`config.mk`:
```
export PLATFORM = sky130hd
export DESIGN_NAME = rv_alu_arb
export DESIGN_NICKNAME = d
export VERILOG_FILES = /design/src/rtl/rv_alu_pkg.sv /design/src/rtl/rv_rr_arbiter.sv /design/src/rtl/rv_alu_arb.sv
export SDC_FILE = /design/constraint.sdc
export NUM_CORES = 1
export LEC_CHECK = 0
export CORE_AREA = 5 5 145 147
export CTS_BUF_LIST = sky130_fd_sc_hd__clkbuf_16
export DETAILED_ROUTE_END_ITERATION = 8
export DIE_AREA = 0 0 150 152
export GPL_TIMING_DRIVEN = 0
export SETUP_SLACK_MARGIN = 0.4
export SYNTH_ARGS = -nofsm -noshare
export SYNTH_HDL_FRONTEND = slang
export SYNTH_SLANG_ARGS = --single-unit
```
`constraint.sdc`:
```
create_clock -name clk_i -period 4.6 [get_ports clk_i]
set_input_delay 0.46 -clock clk_i [delete_from_list [all_inputs] [get_ports clk_i]]
set_output_delay 0.46 -clock clk_i [all_outputs]
set_load 0.005 [all_outputs]
```
`src/rtl/rv_alu_pkg.sv`:
```
// rv_alu_pkg: constants shared by the ALU-sharing arbiter and the ALU control decoder.
//   - ALU_SEL_*: 4-bit op select produced by the ALU control decoder.
//   - ALUOP_*:   2-bit alu_op class produced by the main instruction decoder.
//   - alu_ctrl_t: the op fields one requester presents to the decoder.
package rv_alu_pkg;

    localparam logic [3:0] ALU_SEL_AND = 4'b0000;
    localparam logic [3:0] ALU_SEL_OR  = 4'b0001;
    localparam logic [3:0] ALU_SEL_ADD = 4'b0010;
    localparam logic [3:0] ALU_SEL_SUB = 4'b0110;
    localparam logic [3:0] ALU_SEL_INV = 4'b1111;

    localparam logic [1:0] ALUOP_ADD   = 2'b00;
    localparam logic [1:0] ALUOP_SUB   = 2'b01;
    localparam logic [1:0] ALUOP_RTYPE = 2'b10;

    typedef struct packed {
        logic [1:0] alu_op;
        logic [6:0] funct7;
        logic [2:0] funct3;
    } alu_ctrl_t;

    // The decoder flags any op it cannot map with the all-ones select.
    function automatic logic is_inv_sel(input logic [3:0] sel);
        return sel == ALU_SEL_INV;
    endfunction

endpackage

```
`src/rtl/rv_rr_arbiter.sv`:
```
// rv_rr_arbiter: round-robin arbiter owning the priority pointer.
//   clk_i, rst_i : clock, synchronous active-high reset (pointer -> 0, no grant)
//   req[N]       : request vector
//   en           : grant enable (downstream slot can take a result)
//   gnt[N]       : one-hot grant, zero when disabled, in reset or idle
//   gnt_idx      : index of the granted requester (0 when no grant)
// The pointer moves to winner+1 (mod N) only when a grant is issued, so idle
// and stalled cycles keep the current priority order.
module rv_rr_arbiter #(
    parameter int N  = 3,
    parameter int IW = $clog2(N)
) (
    input  logic          clk_i,
    input  logic          rst_i,
    input  logic [N-1:0]  req,
    input  logic          en,
    output logic [N-1:0]  gnt,
    output logic [IW-1:0] gnt_idx
);

    // One extra bit so ptr+k (up to 2N-2) cannot overflow before the wrap.
    localparam int SW = IW + 1;

    logic [IW-1:0] ptr_q, ptr_d;
    logic [SW-1:0] cand;
    logic          found;

    always_comb begin
        gnt     = '0;
        gnt_idx = '0;
        found   = 1'b0;
        cand    = '0;
        if (en && !rst_i) begin
            for (int k = 0; k < N; k++) begin
                cand = {1'b0, ptr_q} + SW'(k);
                if (cand >= SW'(N)) begin
                    cand = cand - SW'(N);
                end
                if (!found && req[cand[IW-1:0]]) begin
                    found                = 1'b1;
                    gnt[cand[IW-1:0]]    = 1'b1;
                    gnt_idx              = cand[IW-1:0];
                end
            end
        end
    end

    always_comb begin
        ptr_d = ptr_q;
        if (found) begin
            ptr_d = (gnt_idx == IW'(N - 1)) ? '0 : gnt_idx + IW'(1);
        end
    end

    always_ff @(posedge clk_i) begin
        if (rst_i) begin
            ptr_q <= '0;
        end else begin
            ptr_q <= ptr_d;
        end
    end

endmodule

```
`src/rtl/rv_alu_arb.sv`:
```
// rv_alu_arb: shares one integer ALU (control decoder + datapath) among NREQ
// requesters with round-robin arbitration and a one-entry response register.
//   req_*_i / req_ready_o : per-requester request channel, fields packed per index
//   alu_*_o               : winner's op fields and operands toward decoder/ALU
//   alu_sel_i/alu_result_i: combinational select and result coming back
//   rsp_*                 : registered response tagged with the requester index
//
// Handshakes: a request moves on req_valid_i[i] && req_ready_o[i]; the
// requester keeps valid and payload steady until then. A response moves on
// rsp_valid_o && rsp_ready_i; the register holds its contents while the
// consumer stalls, and can be refilled on the same edge it is drained, so
// back-to-back ops run at one per cycle.
module rv_alu_arb
    import rv_alu_pkg::*;
#(
    parameter int NREQ = 3,
    parameter int XLEN = 32,
    parameter int IDW  = 2
) (
    input  logic                 clk_i,
    input  logic                 rst_i,
    input  logic [NREQ-1:0]      req_valid_i,
    output logic [NREQ-1:0]      req_ready_o,
    input  logic [NREQ*2-1:0]    req_alu_op_i,
    input  logic [NREQ*7-1:0]    req_funct7_i,
    input  logic [NREQ*3-1:0]    req_funct3_i,
    input  logic [NREQ*XLEN-1:0] req_a_i,
    input  logic [NREQ*XLEN-1:0] req_b_i,
    output logic [1:0]           alu_op_o,
    output logic [6:0]           alu_funct7_o,
    output logic [2:0]           alu_funct3_o,
    output logic [XLEN-1:0]      alu_a_o,
    output logic [XLEN-1:0]      alu_b_o,
    input  logic [3:0]           alu_sel_i,
    input  logic [XLEN-1:0]      alu_result_i,
    output logic                 rsp_valid_o,
    input  logic                 rsp_ready_i,
    output logic [IDW-1:0]       rsp_id_o,
    output logic [XLEN-1:0]      rsp_data_o,
    output logic                 rsp_err_o
);

    logic [NREQ-1:0] gnt;
    logic [IDW-1:0]  gnt_idx;
    logic            slot_free;
    logic            xfer;

    logic            rsp_valid_q, rsp_valid_d;
    logic [IDW-1:0]  rsp_id_q, rsp_id_d;
    logic [XLEN-1:0] rsp_data_q, rsp_data_d;
    logic            rsp_err_q, rsp_err_d;

    alu_ctrl_t       ctrl_mux;
    logic [XLEN-1:0] a_mux, b_mux;

    // The register can take a new result if empty or being drained this cycle.
    assign slot_free = !rsp_valid_q || rsp_ready_i;

    rv_rr_arbiter #(
        .N  (NREQ),
        .IW (IDW)
    ) u_arb (
        .clk_i   (clk_i),
        .rst_i   (rst_i),
        .req     (req_valid_i),
        .en      (slot_free),
        .gnt     (gnt),
        .gnt_idx (gnt_idx)
    );

    // A grant only ever lands on a valid requester, so any grant is a transfer.
    assign xfer        = |gnt;
    assign req_ready_o = gnt;

    // One-hot AND-OR mux; with no grant the ALU sees all zeros (alu_op ADD).
    always_comb begin
        ctrl_mux = '0;
        a_mux    = '0;
        b_mux    = '0;
        for (int i = 0; i < NREQ; i++) begin
            if (gnt[i]) begin
                ctrl_mux.alu_op = req_alu_op_i[i*2 +: 2];
                ctrl_mux.funct7 = req_funct7_i[i*7 +: 7];
                ctrl_mux.funct3 = req_funct3_i[i*3 +: 3];
                a_mux           = req_a_i[i*XLEN +: XLEN];
                b_mux           = req_b_i[i*XLEN +: XLEN];
            end
        end
    end

    assign alu_op_o     = ctrl_mux.alu_op;
    assign alu_funct7_o = ctrl_mux.funct7;
    assign alu_funct3_o = ctrl_mux.funct3;
    assign alu_a_o      = a_mux;
    assign alu_b_o      = b_mux;

    // Drained without refill clears only valid; id/data/err keep their values.
    always_comb begin
        rsp_valid_d = rsp_valid_q;
        rsp_id_d    = rsp_id_q;
        rsp_data_d  = rsp_data_q;
        rsp_err_d   = rsp_err_q;
        if (xfer) begin
            rsp_valid_d = 1'b1;
            rsp_id_d    = gnt_idx;
            rsp_err_d   = is_inv_sel(alu_sel_i);
            rsp_data_d  = is_inv_sel(alu_sel_i) ? '0 : alu_result_i;
        end else if (rsp_ready_i) begin
            rsp_valid_d = 1'b0;
        end
    end

    always_ff @(posedge clk_i) begin
        if (rst_i) begin
            rsp_valid_q <= 1'b0;
            rsp_id_q    <= '0;
            rsp_data_q  <= '0;
            rsp_err_q   <= 1'b0;
        end else begin
            rsp_valid_q <= rsp_valid_d;
            rsp_id_q    <= rsp_id_d;
            rsp_data_q  <= rsp_data_d;
            rsp_err_q   <= rsp_err_d;
        end
    end

    assign rsp_valid_o = rsp_valid_q;
    assign rsp_id_o    = rsp_id_q;
    assign rsp_data_o  = rsp_data_q;
    assign rsp_err_o   = rsp_err_q;

endmodule

```
* After elaboration in Yosys (flattened, before gate mapping)
Cells that the tools add are included.
Word-level totals: output and inout port bits 115, input port bits 270, register bits 38, logic and storage cells 84
Operators by class: reductions and logical operators 13, order comparisons 9, equality and inequality tests 2, muxes and demuxes 47, $add $sub $neg 6, bitwise operators 2
Operator list (count):
- $mux 32 | 7
- $mux 12 | 3
- $mux 2 | 11
- $mux 3 | 6
- $mux 1 | 14
- $lt 2x3->1 const B | 3
- $bmux 1 s2 | 3
- $demux 1 s2 | 3
- $ge 2x1->1 const B | 3
- $ge 3x2->1 const B | 2
- $logic_and 1x1->1 | 6
- $or 3x3->3 | 2
- $sub 2x2->2 const B | 3
- $eq 4x4->1 const B | 1
- $logic_not 1->1 | 4
- $add 2x1->3 const B | 1
- $add 2x2->3 const B | 1
- $reduce_or 3->1 | 1
- $add 2x1->2 const B | 1
- $eq 2x2->1 const B | 1
- $ge 2x2->1 const B | 1
- $reduce_bool 2->1 | 1
- $logic_or 1x1->1 | 1

* Longest topological paths before layout
word-level depth 19, gate-level depth with buffers 11, gate-level depth less buffers 8

* Cells and area by module
A second synthesis with hierarchy kept.
Second synthesis, totals: cell total of the unflattened synthesis 490, area, all modules 3523.4 um^2
Modules (own cells, without submodules):
- rv_alu_arb | times used 1, cells each 425, area an instance 3061.7 um^2, seq. area each 720.7 um^2
- rv_rr_arbiter | times used 1, cells each 65, area an instance 461.7 um^2, seq. area each 40.0 um^2

* Worst setup path after synthesis
No wires, ideal clock.
path type register to output, start reg u_arb.ptr_q[0], end out alu_a_o[12], data required time 4.140 ns, setup slack 1.668 ns, arrival 2.472 ns, stages on the path, launching flop included 11, buffers on the path 2, cells stage by stage dfxtp_1 inv_1 ha_1 a21oi_1 o2bb2ai_4 o21ai_2 a211oi_4 nor3_2 buf_4 buf_2 a221o_1
Between the ends: longest elaborated chain between the ends 18, elaborated cells between the ends (all ways) 54, classes of those cells add/sub: 5; order compare: 9; mux: 31; bitwise: 2; reduce/logical: 7
RTL lines:
- from (decl) | RTL line rv_rr_arbiter.sv:24 | logic [IW-1:0] ptr_q, ptr_d;
- from (signal assigned) | RTL line rv_rr_arbiter.sv:59 | ptr_q <= ptr_d;
- branches (longest 13 deep; another with $add 2x1->3)
- $mux 3 (*) | RTL line rv_rr_arbiter.sv:39 | if (!found && req[cand[IW-1:0]]) begin
- $mux 3 (*) | RTL line rv_rr_arbiter.sv:33 | if (en && !rst_i) begin
- $mux 32 (2 in a row) | RTL line rv_alu_arb.sv:81 | if (gnt[i]) begin
- $mux 32 (*) | RTL line rv_alu_arb.sv:81
- to (decl) | RTL line rv_alu_arb.sv:32 | output logic [XLEN-1:0] alu_a_o,
Mark *: on every way between the ends. The select of a mux whose other input is x is not followed.

* Final worst setup path
start in req_valid_i[1], end out alu_a_o[12]
Between the ends: longest elaborated chain between the ends 15, elaborated cells between the ends (all ways) 25, classes of those cells mux: 19; bitwise: 2; reduce/logical: 4
RTL lines:
- from (decl) | RTL line rv_alu_arb.sv:22 | input logic [NREQ-1:0] req_valid_i,
- $bmux 1 s2 | RTL line rv_rr_arbiter.sv:39
- $mux 1 (not written as such) | RTL line rv_rr_arbiter.sv:39
- $mux 1 | RTL line rv_rr_arbiter.sv:39
- $mux 1 | RTL line rv_rr_arbiter.sv:33
- $logic_not 1->1 | RTL line rv_rr_arbiter.sv:39
- $logic_and 1x1->1 | RTL line rv_rr_arbiter.sv:39
- $mux 1 | RTL line rv_rr_arbiter.sv:39
- $mux 1 | RTL line rv_rr_arbiter.sv:33
- $logic_not 1->1 | RTL line rv_rr_arbiter.sv:39
- $logic_and 1x1->1 | RTL line rv_rr_arbiter.sv:39
- $mux 3 (*) | RTL line rv_rr_arbiter.sv:39
- $mux 3 (*) | RTL line rv_rr_arbiter.sv:33
- $mux 32 (2 in a row) | RTL line rv_alu_arb.sv:81
- $mux 32 (*) | RTL line rv_alu_arb.sv:81
Mark *: on every way between the ends. The rest lies on a longest branch, timed or not. The select of a mux whose other input is x is not followed.

==> metrics list <==
- The share of total power dissipated in sequential elements is 14.3%.
* Type of the worst setup path: input pin to output port
- The clock network is responsible for 8.1% of the overall power.
- The Yosys step of the flow raised 0 warnings.
* Post-route minimum period: 4.05 ns
- Count of distinct cell types in the synthesized netlist: 49
- The first detailed-routing pass ran for 4 iterations.
* Vias in the first global route: 4,567
- Series of cell instances along the critical path: clkdlybuf4s50_1 > nor2b_1 > o32ai_4 > a311oi_2 > a21o_1 > nor3_4 > buf_6 > clkbuf_4 > a221o_1 > clkdlybuf4s50_1
* Final non-filler cell total: 997
- DRC: 0
- Post-synth top area share: 24.6%
- Number of cells after detailed placement: 986
* Global routing usage summed across all routing layers: 15.5%
* Gate count of the mapped netlist: 332
- Data on the critical path is required at its endpoint by 4.14 ns.
- ANT nets after route: 0
* Switching power: 1.49 mW
* Post-Synthesis Mean Instance Area: 9.31 um^2
* Slew at the pin closest to its max-slew limit: 0.633 ns
* Area of the core region: 19,800 um^2
- Hold Vio Cnt, Final: 0
- Maximum fanout count along the critical path: 10
- Final weighted congestion of routability-driven global placement: 0.864
- TritonCTS built the clock tree.
* Max transition margin: 57.8%
* Site Rows: 52
* Biggest area contributors in the synthesized netlist: sky130_fd_sc_hd__a221o_1 (25%), sky130_fd_sc_hd__dfxtp_1 (25%), sky130_fd_sc_hd__and2_1 (15%)
- In this run the tool buffered the top-level ports with 384 buffer cells.
- Worst setup SP type: input pin
- STA classifies the critical path endpoint as an output port.
* Status: complete, no violations
* Routed Wire Length: 19,100 um
- The detailed router placed 4,294 vias in this run.
- Floorplan die area: 22,800 um^2
* Maximum resistive drop on vdd: 0.000328 V
* Commonest register cell after synthesis: sky130_fd_sc_hd__dfxtp_1
* Ys async rst share: 0%
* Worst hold path type: register to register
* Vias per cell: 4.31
- The internal portion of the total power is 2.54 mW.
- In this run the cell area of the synthesized design comes to 3090 um^2.
* Beginning of the worst register-to-register path: u_arb.ptr_q[0]$_SDFFE_PP0P_
- After clock tree synthesis, the clock-pin slew on the worst setup and hold paths is 0.06 ns.
- After global routing the overflow that remains totals 0.
- In this run the deepest clock path goes through 2 buffers.
- After clock tree synthesis, the flow added hold-fix buffers numbering 0.
* Antenna diode instance count: 0
- Data arrival time of the critical path: 3.59 ns
- The first global-routing pass estimated 27,500 um of wire.
- Setup repair after global routing could not meet its margin everywhere.
- For this run, the register share of the synthesized area comes to 24.6%.
- Clock tree synthesis inserted a total of 5 buffers.
- Number of nets in the finished design: 1,000
* Effective utilization at floorplan: 15.6%
* Root buffer cell: sky130_fd_sc_hd__clkbuf_16
- After routing the design area is 7500 um^2.
- The number of slew-limit violations in the final report came to 0.
- Total I/O pin count: 385
- Number of synthesized flops with an enable pin: 0
- Pin count of the biggest net entering global routing: 13
* Max_cap viols: 0
- The largest total area in the synthesized netlist belongs to sky130_fd_sc_hd__a221o_1.
* Estimated wirelength of the detail-placed design: 16,300 um
- The clock net in this run drives a total of 38 sinks.
- Combinational share of power: 77.6%
* Clock latency reported for the late side of the worst-skew pair: 0.28 ns
- Once placement finished, the instance area stood at 7270 um^2.
- Cell at the slowest stage of the critical path: sky130_fd_sc_hd__clkdlybuf4s50_1
- Timing would allow up to 0.247 GHz.
* Worst Hold Launch: rsp_id_o[0]$_SDFFE_PP0P_
- Mean routed wirelength per cell: 19.1 um
* Cell leakage power: 2.82 nW
- Clk_skew: 0.00533 ns
- The area growth from synthesis to layout is 143%.
- In the final timing run, aggregate negative setup slack is 0 ns.
- First DRT Iteration DRCs: 246
- The post-route netlist has 7.29% of its cells at a drive strength greater than 1.
* Die extent in y: 152 um
* CTS H-Tree Depth: 2
* Final Setup Violations: 0
* Total nets after synthesis: 606
- Antenna violations before repair: 0
- Crit path largest cell delay: 0.62 ns
- Power spread over the standard cell area amounts to 537 nW/um^2.
* Die span in x: 150 um
- Fraction of power spent switching nets: 36.9%
- Post-Route Utilization: 37.9%
* Tcrit/Tclk final: 88.0%
* Beginning of the critical path: req_valid_i[1]
* Number of flip-flops and latches in the synthesized netlist: 38
- Most Frequent Cell on Critical Path: sky130_fd_sc_hd__clkdlybuf4s50_1
==> flip-flops by register name (all words and copies together), names as in the netlist <==
signal and cells:
rsp_data_o 32, rsp_err_o 1, rsp_id_o 2, rsp_valid_o 1
u_arb.ptr_q 2
==> cells in the mapped netlist (all sizes together), types with 2 or more instances <==
master  instances
dfxtp          38
nor2            8
o22a            2
o32ai           2
and2           76
nand2           6
o21ai           3
clkbuf         14
nor2b           5
a22o           33
nand2b          3
a221oi          2
a21o            4
a221o          76
nor3            3
a41oi           2
ha              4
nor4            3
a21oi           4
buf            18
inv             6
a211oi          2
o21a            2
==> power by group through the flow <==
stage | Clock (mW) | Sequential [mW] | Combinational, mW
floorplan | 0 | 0.584 | 1.37
global placement | 0 | 0.577 | 3.12
detailed placement | 0 | 0.570 | 3.10
CTS | 0.338 | 0.575 | 3.14
global route | 0.348 | 0.599 | 3.39
finish | 0.327 | 0.575 | 3.13
==> layer usage <==
layer | global-route usage [%] | share of wire (%)
met1 | 17.1 | 38
met2 | 28.3 | 50
met3 | 5.63 | 11
met4 | 2.83 | 1.0
met5 | 0 | 0
==> through the flow <==
step	hold slack (ns)	setup slack [ns]	total power, mW
final	0.453	0.550	4.03
after detailed placement	0.447	0.133	3.67
after CTS	0.456	0.391	4.06
after floorplan	0.451	1.67	1.95
after global placement	0.432	0.143	3.69
after global routing	0.489	0.365	4.34
==> area by class of cell <==
type,instances,area (um^2)
plain buffers,32,228
clock buffers,5,125
clock inverters,3,16.3
fillers,2033,12300
inverters,6,22.5
multi-input cells,256,2140
flip-flops and latches,38,761
well taps,270,338
repair buffers,387,3870
==> logic make-up (layout without fill, tap and decap cells) <==
family                   count (synthesis)  after routing  share of synthesized area, %
AO/OA/AOI/OAI                          142            142                          44.2
adder cells (fa/ha/maj)                  4              4                          1.62
buffers and inverters                   38            433                          7.12
flip-flops                              38             38                          24.6
multiplexers                             2              2                         0.809
AND/OR/NAND/NOR                        108            108                          21.7
==> repair_timing <==
item | in CTS | in global routing
setup endpoints to repair | 50 | 71
gates resized for setup | 4 | 26
buffers inserted | 3 | 0
pin swaps | 2 | 1
==> critical path: cells and delay by family <==
kind / cells / cell delay [ns]
AOI/OAI and AO/OA: 4 / 1.24
and+or+nand+nor: 2 / 0.44
buffers and inverters: 4 / 1.45
==> cells in the final DEF, fill, tap and decap left out, types with 2 or more instances in the layout <==
cell type,n
sky130_fd_sc_hd__nand2_1,6
sky130_fd_sc_hd__ha_1,3
sky130_fd_sc_hd__o21a_1,2
sky130_fd_sc_hd__clkbuf_2,8
sky130_fd_sc_hd__o22a_1,2
sky130_fd_sc_hd__o21ai_0,2
sky130_fd_sc_hd__and2_1,76
sky130_fd_sc_hd__nand2b_1,3
sky130_fd_sc_hd__a221o_1,76
sky130_fd_sc_hd__nor2b_1,5
sky130_fd_sc_hd__a21o_1,4
sky130_fd_sc_hd__dfxtp_1,38
sky130_fd_sc_hd__a41oi_1,2
sky130_fd_sc_hd__nor2_1,8
sky130_fd_sc_hd__buf_2,3
sky130_fd_sc_hd__inv_1,6
sky130_fd_sc_hd__nor4_2,2
sky130_fd_sc_hd__buf_6,8
sky130_fd_sc_hd__clkbuf_1,4
sky130_fd_sc_hd__a22o_1,33
sky130_fd_sc_hd__a21oi_1,3
sky130_fd_sc_hd__clkbuf_16,5
sky130_fd_sc_hd__buf_4,8
sky130_fd_sc_hd__clkdlybuf4s50_1,384
sky130_fd_sc_hd__clkbuf_4,4
==> path summary, 6_finish.rpt <==
check	slack (ns)	to	cells past startpoint
worst max register to register	1.73	rsp_data_o[26]$_SDFFE_PP0P_	9
worst max-delay path	0.55	alu_a_o[12]	10
worst min-delay path	0.45	rsp_id_o[0]$_SDFFE_PP0P_	1
worst min register to register	0.45	rsp_id_o[0]$_SDFFE_PP0P_	1
(Power assumes the default switching activity.)
